===== config.mk =====
export PLATFORM = sky130hd
export DESIGN_NAME = trdb_ctrl
export DESIGN_NICKNAME = d
export VERILOG_FILES = /design/src/rtl/trdb_ctrl.sv
export SDC_FILE = /design/constraint.sdc
export NUM_CORES = 1
export LEC_CHECK = 0
export ABC_AREA = 1
export CAP_MARGIN = 25
export CORE_ASPECT_RATIO = 0.9
export CORE_MARGIN = 4
export CORE_UTILIZATION = 49
export CTS_CLUSTER_SIZE = 24
export DETAILED_ROUTE_END_ITERATION = 8
export PLACE_DENSITY = 0.81
export REMOVE_ABC_BUFFERS = 1
export SETUP_SLACK_MARGIN = 0.1
export SLEW_MARGIN = 20
export SYNTH_ARGS = -nofsm -noshare
export SYNTH_HDL_FRONTEND = slang
export SYNTH_SLANG_ARGS = --single-unit

===== constraint.sdc =====
create_clock -name clk_i -period 1.8 [get_ports clk_i]
set_clock_uncertainty 0.15 [all_clocks]
set_input_delay 0.36 -clock clk_i [delete_from_list [all_inputs] [get_ports clk_i]]
set_output_delay 0.36 -clock clk_i [all_outputs]
set_load 0.02 [all_outputs]

===== src/rtl/trdb_ctrl.sv =====
// Trace session controller: arms on enable, runs a start/stop packet handshake
// with the emitter, drains the output FIFO under a timeout, then re-arms.
module trdb_ctrl #(
  parameter int DRAIN_W   = 8,
  parameter int MAX_DRAIN = 200
) (
  input  logic       clk_i,
  input  logic       rst_ni,
  input  logic       trace_enable_i,
  input  logic       trigger_start_i,
  input  logic       trigger_stop_i,
  output logic       start_pkt_req_o,
  input  logic       start_pkt_ack_i,
  output logic       stop_pkt_req_o,
  input  logic       stop_pkt_ack_i,
  input  logic       fifo_empty_i,
  output logic       trace_activated_o,
  output logic       encode_en_o,
  output logic       resync_rst_o,
  output logic       drain_timeout_o,
  output logic [2:0] state_o
);

  // Handshake: a req stays high from state entry until its ack is sampled high
  // on a clock edge; acks seen while the matching req is low are ignored.
  typedef enum logic [2:0] {
    IDLE  = 3'd0,
    ARMED = 3'd1,
    START = 3'd2,
    RUN   = 3'd3,
    STOP  = 3'd4,
    DRAIN = 3'd5
  } state_t;

  localparam logic [DRAIN_W-1:0] DRAIN_LAST = DRAIN_W'(MAX_DRAIN - 1);

  state_t             state_q, state_d;
  logic [DRAIN_W-1:0] cnt_q, cnt_d;
  logic               timeout_q, timeout_d;
  logic               resync_q;

  always_ff @(posedge clk_i or negedge rst_ni) begin
    if (!rst_ni) begin
      state_q   <= IDLE;
      cnt_q     <= '0;
      timeout_q <= 1'b0;
      resync_q  <= 1'b0;
    end else begin
      state_q   <= state_d;
      cnt_q     <= cnt_d;
      timeout_q <= timeout_d;
      resync_q  <= (state_d == RUN) && (state_q != RUN);
    end
  end

  always_comb begin
    state_d   = state_q;
    cnt_d     = cnt_q;
    timeout_d = timeout_q;
    case (state_q)
      IDLE: if (trace_enable_i) state_d = ARMED;
      ARMED: begin
        if (!trace_enable_i) begin
          state_d = IDLE;
        end else if (trigger_start_i && !trigger_stop_i) begin
          state_d   = START;
          timeout_d = 1'b0;
        end
      end
      // Once requested, the start packet is always completed before stopping.
      START: begin
        if (start_pkt_ack_i) begin
          state_d = (!trace_enable_i || trigger_stop_i) ? STOP : RUN;
        end
      end
      RUN: if (!trace_enable_i || trigger_stop_i) state_d = STOP;
      STOP: if (stop_pkt_ack_i) state_d = DRAIN;
      DRAIN: begin
        if (fifo_empty_i || (cnt_q == DRAIN_LAST)) begin
          state_d = trace_enable_i ? ARMED : IDLE;
          cnt_d   = '0;
          if (!fifo_empty_i) timeout_d = 1'b1;
        end else begin
          cnt_d = cnt_q + 1'b1;
        end
      end
      default: begin
        state_d = IDLE;
        cnt_d   = '0;
      end
    endcase
  end

  assign start_pkt_req_o   = (state_q == START);
  assign stop_pkt_req_o    = (state_q == STOP);
  assign trace_activated_o = (state_q == START) || (state_q == RUN) ||
                             (state_q == STOP)  || (state_q == DRAIN);
  assign encode_en_o       = (state_q == START) || (state_q == RUN);
  assign resync_rst_o      = resync_q;
  assign drain_timeout_o   = timeout_q;
  assign state_o           = state_q;

endmodule


==> impl_metrics.toml <==
[clock_tree]
clock_latency_ns = 0.28
cts_tree = "yes"
cts_buffers = 3
clock_path_buffers = 2
htree_levels = 1
clkTransAtPathRegs_ns = 0.09
clock_sinks = 13
hold_buffers = 0
cts_root_buf = "clkbuf_4"

[run_status]
outcome = "complete, no violations"

[cells_and_area]
layout-drive-gt1-share_pct = 23.42
final_nets = 168
layout_common_cells = "35 x nand2_1, 23 x nor2_1, 16 x buf_4"
design_area_sq_um = 1179
ff_latch_area_sq_um = 325.3
final_common_cell = "nand2_1"
multiInputGateArea_sq_um = 450.4
instances_no_fill = 180
num_antenna_cells = 0
synthToLayoutAreaGrowth_pct = 44.70
n_fill_cell = 117

[routing]
num_vias = 886
drc_errors = 0
drt_first_pass_iters = 4
wl_mm = 2.447
wl_per_cell_um = 13.59
vias_per_cell = 4.922
first_iter_violations = 35
ant_nets = 0

[setup_path]
cpMostUsedCell = "buf_4"
worstSetupPathType = "reg2out"
worstPathMaxFanout = 3
end_kind = "output pin"
path_cells = "buf_4 > nor2_4 > buf_4 > buf_4"
crit_path_top_delay_cell = "dfrtp_1"
critical_path_required_ns = 1.29
arrival_ns = 1.27
cp_top_family = "buffers and inverters"
cp-start-kind = "flop"
cp_num_buf_inv = 3
slowest_delay_ns = 0.40

[logic_synthesis]
synth_top_area_cell = "dfrtp_1"
synth_area_sq_um = 814.5
synth_cell_types = 17
postSynthCellCount = 123
synth_seq_cells = 13
synth.area.top_cells = "dfrtp_1 40%, nand2_1 17%, nor2_1 11%, inv_1 7.8%, nand3_1 5.5%"
synth_top_cell_area_share_pct = 39.94
syn_area_per_cell_sq_um = 6.622
ys_seq_area_share_pct = 39.94
ys_warn_count = 0

[sta]
fin_crit_sh_pct = 98.62
maxSlewHeadroom_pct = 76.51
tightest_slew_ns = 0.3511
whs_ns = 0.2212
fin_crit_ns = 1.775
max_clock_freq_ghz = 0.5633
setup_viol = 0
drv_slew = 0
finalHoldViolCount = 0
rsz0062_at_grt = "yes"

[placement]
dp_cells = 173
gp_congestion = 0.9475
detailed_place.area_sq_um = 1095
hpwl_mm = 1.741
io_buffers = 16

[power_and_ir_drop]
ir_worst_vdd_v = 0.0009169
power_mw = 1.518
power-per-cell-area_nw_per_um2 = 1288
p_leak_nw = 0.6044

[min_path]
min_path_type = "in2async"

[die]
die_y_um = 46.68
ios = 17
core_area_sq_um = 1513
initial_core_util_pct = 53.85
dieWidth_um = 50.98
rows = 13
dieArea_sq_um = 2380

[grt]
grtUsageTotal_pct = 21.16
grt-ovfl-total = 0
grt_start_max_net_pins = 14
grt_pass1_wl_mm = 3.546
antenna_found_initial = 0
first_global_vias = 797

[job]
maxCapViolCount = 0
state kept, by name, summed over array words and instances (netlist names):
register,flops
cnt_q,8
state_o,3
drain_timeout_o,1
resync_rst_o,1
cell usage after synthesis (all sizes together):
master   n
a21oi    3
clkinv   1
o21bai   1
nand3   10
buf      1
nor3     3
ha       1
nand4    2
xor2     3
inv     17
dfrtp   13
nand2   38
nor2    25
o21ai    5
final timing paths:
path	endpoint	cells past startpoint	slack [ns]	startpoint
max in group asynchronous	cnt_q[2]	2	1.12	rst_ni
max	encode_en_o	4	0.02	state_o[2]
min	cnt_q[5]	2	0.22	rst_ni
min reg2reg	cnt_q[7]	2	0.42	cnt_q[7]
min in group clk_i	cnt_q[7]	2	0.42	cnt_q[7]
max reg2reg	cnt_q[4]	8	0.20	cnt_q[0]
through the flow:
step,setup slack (ns),utilization (%),setup TNS [ns]
floorplan,-0.2503,-,-0.2503
global placement,-0.07858,72.37,-0.2554
detailed placement,-0.1421,72.37,-0.4882
CTS,-0.08181,74.19,-0.2322
global route,-0.01817,77.92,-0.02231
finish,0.02475,77.92,0
cell families after synthesis:
logic type	after synthesis	synth area share, %
compound gates	9	5.836
xor+xnor	3	3.226
fa+ha+maj	1	1.536
buf+inv	19	9.062
flops	13	39.94
simple gates	78	40.40
per-layer routing:
layer	vias to the layer above	track usage (%)	wire length, um
li1	450	-	-
met1	405	25.55	1047
met2	25	37.02	1262
met3	6	6.149	108
met4	0	5.914	29
met5	-	0	0
layout make-up:
cell class              count  share of cell area [%]
clock buffers               3                   1.911
clock inverters             1                  0.4246
inverters                  18                   5.839
multi-input cells          91                   38.22
flip-flops and latches     13                   27.60
well taps                  22                   2.335
repair buffers             32                   23.67
what timing repair did:
| action | 4_1_cts | 5_1_grt |
|---|---|---|
| pin swaps | 0 | 4 |
| gates resized for setup | 17 | 23 |
| buffers inserted | 0 | 3 |
| setup endpoints to repair | 9 | 9 |
power breakdown:
part,switching (mW),total [mW],internal [mW]
Sequential,0.129,0.513,0.385
Clock,0.104,0.187,0.0825
Combinational,0.436,0.817,0.382
worst reg2reg max path, cell delays in order, from the launching register on:
cell	delay (ns)
dfrtp_1	0.45
ha_4	0.19
nand2_1	0.08
nor2_1	0.13
nand2_1	0.11
nand3_2	0.14
nand2_1	0.07
inv_1	0.11
nor2_1	0.06
(Power assumes the default switching activity.)
